===== config.mk =====
export PLATFORM = sky130hd
export DESIGN_NAME = operand_select_pipe
export DESIGN_NICKNAME = d
export VERILOG_FILES = /design/src/rtl/operand_select_pipe.sv
export SDC_FILE = /design/constraint.sdc
export NUM_CORES = 1
export LEC_CHECK = 0
export ABC_AREA = 1
export ABC_CLOCK_PERIOD_IN_PS = 1900
export CORE_ASPECT_RATIO = 1.75
export CORE_MARGIN = 2
export CORE_UTILIZATION = 37
export DETAILED_ROUTE_END_ITERATION = 8
export GPL_TIMING_DRIVEN = 0
export HOLD_SLACK_MARGIN = 0.15
export PLACE_DENSITY = 0.82
export RECOVER_POWER = 50
export SLEW_MARGIN = 20
export SYNTH_ARGS = -nofsm -noshare
export SYNTH_HDL_FRONTEND = slang
export SYNTH_SLANG_ARGS = --single-unit
export TNS_END_PERCENT = 10

===== constraint.sdc =====
create_clock -name CLK -period 1.9 [get_ports CLK]
set_input_delay 0.19 -clock CLK [delete_from_list [all_inputs] [get_ports CLK]]
set_output_delay 0.19 -clock CLK [all_outputs]
set_load 0.05 [all_outputs]

===== src/rtl/operand_select_pipe.sv =====
// operand_select_pipe
//
// Registered operand-B selector for the execute stage. Picks the ALU second
// operand from the register file, an extended immediate, or a forwarded
// result. Optionally negates the pick (two's complement, for the SUB path)
// and holds it in a one-stage pipeline register that honours stalls and
// flushes.
//
// Ports:
//   CLK            clock, all state updates on the rising edge
//   RESET          synchronous active-low reset
//   IN_VALID       an instruction presents an operand this cycle
//   STALL          freeze the stage (data-cache busywait)
//   FLUSH          kill the instruction entering the stage; beats STALL
//   SRC_SEL        0=REGOUT, 1=immediate, 2..NUM_FWD+1=FWD_DATA slot SRC_SEL-2
//   IMM_SIGNED     1: sign-extend the immediate, 0: zero-extend
//   NEG_SEL        1: output the two's complement of the selected value
//   REGOUT         register-file read data
//   IMMEDIATE_VAL  instruction immediate field
//   FWD_DATA       forwarded values, slot k at [k*DATA_WIDTH +: DATA_WIDTH]
//   OPERAND_OUT    registered operand to the ALU
//   OUT_VALID      OPERAND_OUT belongs to a live instruction
//   SEL_ERR        an out-of-range SRC_SEL was captured with a live instruction
//
// SEL_WIDTH is derived from NUM_FWD and must not be overridden.

module operand_select_pipe #(
  parameter int DATA_WIDTH = 8,
  parameter int IMM_WIDTH  = 8,
  parameter int NUM_FWD    = 2,
  parameter int SEL_WIDTH  = $clog2(NUM_FWD + 2)
) (
  input  logic                          CLK,
  input  logic                          RESET,
  input  logic                          IN_VALID,
  input  logic                          STALL,
  input  logic                          FLUSH,
  input  logic [SEL_WIDTH-1:0]          SRC_SEL,
  input  logic                          IMM_SIGNED,
  input  logic                          NEG_SEL,
  input  logic [DATA_WIDTH-1:0]         REGOUT,
  input  logic [IMM_WIDTH-1:0]          IMMEDIATE_VAL,
  input  logic [NUM_FWD*DATA_WIDTH-1:0] FWD_DATA,
  output logic [DATA_WIDTH-1:0]         OPERAND_OUT,
  output logic                          OUT_VALID,
  output logic                          SEL_ERR
);

  logic                  ext_fill;
  logic [DATA_WIDTH-1:0] imm_ext;
  logic [DATA_WIDTH-1:0] sel_val;
  logic                  sel_oor;
  logic [DATA_WIDTH-1:0] neg_val;
  int unsigned           sel_idx;

  logic [DATA_WIDTH-1:0] operand_d, operand_q;
  logic                  valid_d,   valid_q;
  logic                  err_d,     err_q;

  // Build fill bits above the immediate and keep only the low DATA_WIDTH bits;
  // when IMM_WIDTH == DATA_WIDTH the fill drops out entirely.
  always_comb begin
    ext_fill = IMM_SIGNED & IMMEDIATE_VAL[IMM_WIDTH-1];
    imm_ext  = DATA_WIDTH'({{DATA_WIDTH{ext_fill}}, IMMEDIATE_VAL});
  end

  // Source mux; out-of-range codes fall back to REGOUT and flag an error.
  always_comb begin
    sel_idx = 32'(SRC_SEL);
    sel_val = REGOUT;
    sel_oor = 1'b0;
    if (sel_idx == 1) begin
      sel_val = imm_ext;
    end
    for (int unsigned k = 0; k < NUM_FWD; k++) begin
      if (sel_idx == k + 2) begin
        sel_val = FWD_DATA[k*DATA_WIDTH +: DATA_WIDTH];
      end
    end
    if (sel_idx > NUM_FWD + 1) begin
      sel_oor = 1'b1;
    end
  end

  // Most-negative value wraps to itself; no overflow flag by design.
  always_comb begin
    neg_val = NEG_SEL ? (~sel_val + DATA_WIDTH'(1)) : sel_val;
  end

  // Next-state: flush beats stall, stall holds everything.
  always_comb begin
    operand_d = operand_q;
    valid_d   = valid_q;
    err_d     = err_q;
    if (FLUSH) begin
      operand_d = '0;
      valid_d   = 1'b0;
      err_d     = 1'b0;
    end else if (!STALL) begin
      operand_d = neg_val;
      valid_d   = IN_VALID;
      err_d     = IN_VALID & sel_oor;
    end
  end

  always_ff @(posedge CLK) begin
    if (!RESET) begin
      operand_q <= '0;
      valid_q   <= 1'b0;
      err_q     <= 1'b0;
    end else begin
      operand_q <= operand_d;
      valid_q   <= valid_d;
      err_q     <= err_d;
    end
  end

  always_comb begin
    OPERAND_OUT = operand_q;
    OUT_VALID   = valid_q;
    SEL_ERR     = err_q;
  end

endmodule

After elaboration in Yosys (flattened, before gate mapping). Cells that the tools add are included.

Bits in registers: 9. Latch bits: 0. Bits in writable memories: 0. ROM bits: 0. Memories kept: 0.

$add $sub $neg: 1. $mul: 0. Div/mod/pow operators: 0. $lt $le $gt $ge: 0. Eq/ne operators: 3. Shift-type cells: 0. Multiplexer cells: 4. Bitwise operators: 2. Reductions and logical operators: 1.

Operators with widths (number): $mux W8 (4); $add A8 B1 Y8 const B (1); $not A8 Y8 (1); $eq A2 B2 Y1 const B (2); $eq A2 B1 Y1 const B (1); $reduce_or A2 Y1 (1); $not A1 Y1 (1).

Logic depth before layout (Yosys ltp). Gate-level depths: netlist of the first run.

Depth after elaboration: 7. Mapped depth: 15.

Worst setup path before layout of the first run. No wires, ideal clock.

Path type: input to register. Start point: in SRC_SEL[1]. End point: reg operand_q[6] (netlist: OPERAND_OUT[6]). Data arrival time: 1444 ps. Data required time: 1782 ps. Slack: 338 ps. Stages on the path: 12. Path buffers: 1. Cell sequence: buf_4 -> inv_2 -> nand2_4 -> o21ai_1 -> nor2_1 -> nor2_2 -> ha_1 -> nand3_1 -> o21ai_2 -> a21oi_1 -> nor2_1 -> nor2_1.

Cells in the longest elaborated chain, start to end: 7. Elaborated cells on any way between the ends: 9.

Ends and longest elaborated chain: start, declared (line 38) `input logic [SEL_WIDTH-1:0] SRC_SEL,`; $eq A2 B1 Y1 (line 72) `if (sel_idx == 1) begin`; $mux W8 (line 72); $mux W8 (line 76) `if (sel_idx == k + 2) begin`; $mux W8 (*) (line 76); $not A8 Y8 (line 87) `neg_val = NEG_SEL ? (~sel_val + DATA_WIDTH'(1)) : sel_val;`; $add A8 B1 Y8 (line 87); $mux W8 (*) (line 87); end signal, assigned (line 112) `operand_q <= operand_d;`; end, declared (line 56) `logic [DATA_WIDTH-1:0] operand_d, operand_q;`.

Mark *: on every way between the ends. The rest lies on a longest branch, timed or not. A chain may end at the register's enable or synchronous reset.

Worst setup path in the final report of the first run.
Start point: in SRC_SEL[0]. End point: reg operand_q[6] (netlist: OPERAND_OUT[6]).

The elaborated chain is that of the path after synthesis.

==> results of run 1 <==
layer usage:
layer  vias up  global-route usage  share of wire
met1       471               0.185           0.34
met2        43               0.385           0.57
met4         0               0.117          0.041
met5         -                   0              0
li1        581                   -              -
met3         7              0.0162          0.050
logic make-up after synthesis:
kind of cell | after synthesis | synth area share
flip-flops | 9 | 0.205
other | 1 | 0.00428
AO/OA/AOI/OAI | 23 | 0.144
XOR/XNOR | 1 | 0.00999
adder cells (fa/ha/maj) | 1 | 0.0143
buffers and inverters | 28 | 0.137
AND/OR/NAND/NOR | 92 | 0.485
cell type report:
cell class,count,share of cell area
flip-flops and latches,9,0.127
inverters,25,0.0659
multi-input cells,118,0.405
plain buffers,3,0.0185
repair buffers,47,0.330
clock buffers,4,0.0316
well taps,25,0.0220
stage by stage:
step | instances | total power [mW] | utilization
CTS | 231 | 0.729 | 0.626
finish | 231 | 0.725 | 0.626
global placement | 227 | 0.501 | 0.606
detailed placement | 227 | 0.508 | 0.606
global route | 231 | 0.770 | 0.626
floorplan | 155 | 0.383 | -
repair_timing:
action	4_1_cts	5_1_grt
cloned	0	0
resized for setup	1	1
endpoints found under the setup margin	2	1
report_power, final:
part	switching (mW)	internal, mW
combinational	0.159	0.140
clock	0.0770	0.146
sequential	0.00457	0.199
total	0.240	0.485
cell usage in the layout, fill, tap and decap left out, types with 4 or more instances in the layout:
cell / synthesis / layout
clkdlybuf4s50_1: 0 / 41
nand2_1: 40 / 40
nor2_1: 28 / 28
inv_1: 22 / 22
dfxtp_1: 9 / 9
nand3_1: 8 / 8
o21ai_0: 8 / 8
o21ai_1: 6 / 6
nand3b_1: 5 / 5
a21oi_1: 5 / 5
dlygate4sd3_1: 0 / 5
nand2_4: 4 / 4
nor2_2: 4 / 4
flip-flops by register name, summed over array words and instances (netlist names):
name / cells
OPERAND_OUT: 8
OUT_VALID: 1
tightest hold or removal path: stages, from the launching register on:
cell     delay [ps]
dfxtp_1         300
nand2_1          60
a21oi_1          70
path summary, 6_finish.rpt:
check,from,endpoint,slack [ps]
worst max register to register,OPERAND_OUT[3],OPERAND_OUT[3],1210
worst max-delay path,SRC_SEL[0],OPERAND_OUT[6],210
worst min-delay path,OUT_VALID,OUT_VALID,490
worst min register to register,OUT_VALID,OUT_VALID,490
==> flow_metrics.env, run 1 <==
export IMPL_asyncSetResetFlopFracSynth=0
export IMPL_cpPeakStageDelay_ps=290
export IMPL_irDropWorstVdd_mv=0.218
export IMPL_cp_depth=13
export IMPL_nNetsFinal=249
export IMPL_num_fill_cells=231
export IMPL_antenna_cells=0
export IMPL_core_area_um2=2270
export IMPL_cts_tree="built"
export IMPL_tns_ps=0
export IMPL_grt_pass1_vias=1037
export IMPL_max_freq_ghz=0.592
export IMPL_rsz0062_at_grt="false"
export IMPL_antenna_found_initial=0
export IMPL_multiInputGateArea_um2=577
export IMPL_syn_to_final_growth_pct=62.3
export IMPL_post_cts_buffers=0
export IMPL_drive_gt1_frac=0.107
export IMPL_cts_reportedPaths_clkPinSlew_ps=40
export IMPL_rr_worst_depth=4
export IMPL_register_area_um2=180
export IMPL_ant_nets=0
export IMPL_worst_slack_ps=212
export IMPL_path_common_cell="nor2_1"
export IMPL_io_pins=51
export IMPL_maxCapViolations=0
export IMPL_place_area_um2=1380
export IMPL_cp_top_family="simple AND/OR/NAND/NOR gates"
export IMPL_cp_start_kind="input pin"
export IMPL_hpwl_mm=2.05
export IMPL_portBuffers=47
export IMPL_ctsHoldBuffers=0
export IMPL_drt_iter0_markers=4
export IMPL_dpl_worst_slack_ps=-340
export IMPL_post_route_period_util=0.889
export IMPL_row_count=23
export IMPL_insertion_delay_ps=230
export IMPL_whs_path_depth=2
export IMPL_postLayoutCellArea_um2=1420
export IMPL_p_per_area_nw_per_um2=509
export IMPL_drc=0
export IMPL_ys_top_cells_by_area="dfxtp_1 21%, nand2_1 17%, nor2_1 12%"
export IMPL_grt_first_pass_wirelength_mm=3.97
export IMPL_hold_class="reg2reg"
export IMPL_slew_viol_final=0
export IMPL_critPathCaptureType="flop"
export IMPL_cts_made_buffers=3
export IMPL_synth_area_per_cell_um2=5.66
export IMPL_synth_cell_types=23
export IMPL_ys_warn_count=0
export IMPL_worst_slew_pin_slew_ps=507
export IMPL_leakagePower_nw=0.723
export IMPL_yosysMostFrequentCell="nand2_1"
export IMPL_die_w_um=40.8
export IMPL_grt_max_degree=11
export IMPL_crit_arrival_ps=1810
export IMPL_die_area_um2=2790
export IMPL_ys_ff_latch=9
export IMPL_root_buffer="clkbuf_8"
export IMPL_synth_area_um2=877
export IMPL_seq_area_frac_synth=0.205
export IMPL_wirelength_mm=2.34
export IMPL_synth_top_area_cell="dfxtp_1"
export IMPL_synthCells=155
export IMPL_syn_nets=197
export IMPL_yosysTopAreaCellShare=0.205
export IMPL_start_util=0.386
export IMPL_globalplace_congestion=0.764
export IMPL_htree_levels=1
export IMPL_relSlewSlack=0.661
export IMPL_finalHoldViolations=0
export IMPL_crit_buf_inv=2
export IMPL_synth_edff_count=0
export IMPL_crit_type="in2reg"
export IMPL_dr_pass1_iters=3
export IMPL_vias=1102
export IMPL_cp_max_fo=7
export IMPL_clock_sinks=9
export IMPL_ys_dominant_reg_cell="dfxtp_1"
export IMPL_finClkSkew_ps=0
export IMPL_clockBufferDepth=2
export IMPL_whs_ps=493
export IMPL_vias_per_cell=4.77
export IMPL_track_usage=0.201
export IMPL_min_period_ps=1690
export IMPL_fp_dieH_um=68.4
export IMPL_status="complete, no violations"
export IMPL_post_drt_wl_per_cell_um=10.1
export IMPL_synthTopCellsByCount="40 x nand2_1, 28 x nor2_1, 22 x inv_1"
export IMPL_path_cells="clkdlybuf4s15_1, inv_2, nand2_4, nand2_4, nor2_2, nor2_1, nor2_2, ha_1, nand3_1, o21ai_2, a21oi_1, nor2_1, nor2_1"
export IMPL_crit_required_ps=2020
export IMPL_cpMaxStageDelayCell="clkdlybuf4s15_1"
export IMPL_grt_ovfl_total=0
export IMPL_setup_viol=0
Note: power is estimated with default switching activity, not from simulation.
==> run 2, diff against run 1 <==
CORE_ASPECT_RATIO = 1.5   (was 1.75)
==> run 2 against run 1 <==
Combinational power down 1%. Power down 11%. Cell area down 1.6%. Sequential power about the same. Fmax up 1.4%. First-iteration DRC count rose to 3.5 times the previous value. Register-to-register slack better by 40 ps. Via count down 1.5%. Clock power down 33%. Utilization up 0.11 points. Clock-buffer cell count unchanged. Global-route usage down 3.1 points. Highest routed layer unchanged.
==> flow_metrics.env, run 2 (synthesis results as in run 1) <==
export IMPL_crit_type="in2reg"
export IMPL_portBuffers=47
export IMPL_irDropWorstVdd_mv=0.210
export IMPL_grt_ovfl_total=0
export IMPL_grt_pass1_vias=1015
export IMPL_hpwl_mm=1.88
export IMPL_ctsHoldBuffers=0
export IMPL_min_from="OUT_VALID"
export IMPL_start_util=0.393
export IMPL_mostFrequentLayoutCells="43 x clkdlybuf4s50_1, 40 x nand2_1, 28 x nor2_1"
export IMPL_clock_sinks=9
export IMPL_dpl_worst_slack_ps=-337
export IMPL_post_route_period_util=0.876
export IMPL_worst_slew_pin_slew_ps=496
export IMPL_p_per_area_nw_per_um2=462
export IMPL_final_cell_count_no_fill=229
export IMPL_regToRegStartpoint="OPERAND_OUT[4]"
export IMPL_vias_per_cell=4.74
export IMPL_wirelength_mm=2.12
export IMPL_cpMaxStageDelayCell="dlygate4sd2_1"
export IMPL_drt_iter0_markers=14
export IMPL_io_pins=51
export IMPL_critPathCaptureType="flop"
export IMPL_reg2reg_to="OPERAND_OUT[4]"
export IMPL_drive_gt1_frac=0.107
export IMPL_place_area_um2=1380
export IMPL_status="complete, no violations"
export IMPL_crit_required_ps=2060
export IMPL_max_freq_ghz=0.601
export IMPL_path_common_cell="nor2_1"
export IMPL_path_cells="dlygate4sd2_1, inv_2, nand2_4, nand2_4, nor2_2, nor2_1, nor2_2, ha_1, nand3_1, o21ai_2, a21oi_1, nor2_1, nor2_1"
export IMPL_ant_nets=0
export IMPL_dp_cells=225
export IMPL_die_w_um=43.8
export IMPL_leakagePower_nw=0.710
export IMPL_slew_viol_final=0
export IMPL_grt_first_pass_wirelength_mm=3.70
export IMPL_layout_commonest_cell="clkdlybuf4s50_1"
export IMPL_finClkSkew_ps=0
export IMPL_regToRegSetupSlack_ps=1250
export IMPL_finalHoldViolations=0
export IMPL_track_usage=0.171
export IMPL_vias=1086
export IMPL_syn_to_final_growth_pct=59.8
export IMPL_register_area_um2=180
export IMPL_multiInputGateArea_um2=577
export IMPL_drc=0
export IMPL_cts_tree="built"
export IMPL_setup_viol=0
export IMPL_core_area_um2=2230
export IMPL_crit_arrival_ps=1820
export IMPL_maxCapViolations=0
export IMPL_cts_made_buffers=3
export IMPL_rr_worst_depth=4
export IMPL_postLayoutCellArea_um2=1400
export IMPL_dr_pass1_iters=4
export IMPL_rsz0062_at_grt="false"
export IMPL_largest_register_ffs=8
export IMPL_cts_reportedPaths_clkPinSlew_ps=60
export IMPL_grt_max_degree=11
export IMPL_worst_slack_ps=235
export IMPL_tns_ps=0
export IMPL_cp_max_fo=7
export IMPL_htree_levels=1
export IMPL_cpPeakStageDelay_ps=330
export IMPL_row_count=21
export IMPL_root_buffer="clkbuf_4"
export IMPL_cts_resized=1
export IMPL_globalplace_congestion=0.764
export IMPL_cp_start_kind="input pin"
export IMPL_fp_dieH_um=63.6
export IMPL_min_period_ps=1660
export IMPL_die_area_um2=2780
export IMPL_nNetsFinal=249
export IMPL_relSlewSlack=0.668
export IMPL_hold_end="OUT_VALID"
export IMPL_post_cts_buffers=0
export IMPL_post_drt_wl_per_cell_um=9.24
export IMPL_whs_path_depth=2
export IMPL_insertion_delay_ps=260
export IMPL_hold_class="reg2reg"
export IMPL_antenna_found_initial=0
export IMPL_antenna_cells=0
export IMPL_clockBufferDepth=2
export IMPL_num_fill_cells=223
[run 2: cell types whose count changed in the layout (fill, tap and decap cells not counted), sizes merged]
| cell | previous run | this run |
|---|---|---|
| clkdlybuf4s50 | 41 | 43 |
| dlygate4sd3 | 5 | 3 |
| clkdlybuf4s15 | 1 | 0 |
| dlygate4sd2 | 0 | 1 |
[run 2: worst max-delay path, delay by kind of cell]
family | cells | cell delay (ps)
AO/OA/AOI/OAI | 2 | 280
adder cells (fa/ha/maj) | 1 | 200
buffers and inverters | 2 | 460
AND/OR/NAND/NOR | 8 | 690
[run 2: routing by layer]
layer | vias to the layer above | routed length, um | global-route usage
li1 | 581 | - | -
met1 | 453 | 735 | 0.149
met2 | 46 | 1180 | 0.327
met3 | 6 | 159 | 0.0315
met4 | 0 | 43 | 0.110
met5 | - | 0 | 0
[run 2: per-stage QoR]
step | utilization | hold slack [ps] | total power [mW]
2_1_floorplan | - | 330 | 0.383
3_3_place_gp | 0.616 | 451 | 0.500
3_5_place_dp | 0.616 | 455 | 0.505
4_1_cts | 0.627 | 465 | 0.655
5_1_grt | 0.627 | 482 | 0.700
6_report | 0.627 | 460 | 0.647
[run 2: area by class of cell]
| class | instances | share of cell area |
|---|---|---|
| Multi-Input combinational cell | 118 | 0.412 |
| Timing Repair Buffer | 47 | 0.335 |
| Sequential cell | 9 | 0.129 |
| Inverter | 25 | 0.0670 |
| Tap cell | 23 | 0.0205 |
| Clock buffer | 4 | 0.0188 |
| Buffer | 3 | 0.0188 |
[run 2: worst max path at each step]
stage / startpoint / to / slack (ps) / cells past startpoint
after floorplan: SRC_SEL[1] / OPERAND_OUT[6] / 340 / 12
after global placement: SRC_SEL[0] / OPERAND_OUT[6] / -280 / 13
after detailed placement: SRC_SEL[0] / OPERAND_OUT[6] / -340 / 13
after CTS: SRC_SEL[0] / OPERAND_OUT[6] / 220 / 13
after global routing: SRC_SEL[0] / OPERAND_OUT[6] / 40 / 14
final: SRC_SEL[0] / OPERAND_OUT[6] / 240 / 13
[run 2: power by group]
group          internal [mW]  total (mW)  switching [mW]
Combinational          0.141       0.295           0.155
Clock                 0.0810       0.149          0.0682
Sequential             0.198       0.202         0.00427
Total                  0.420       0.647           0.227
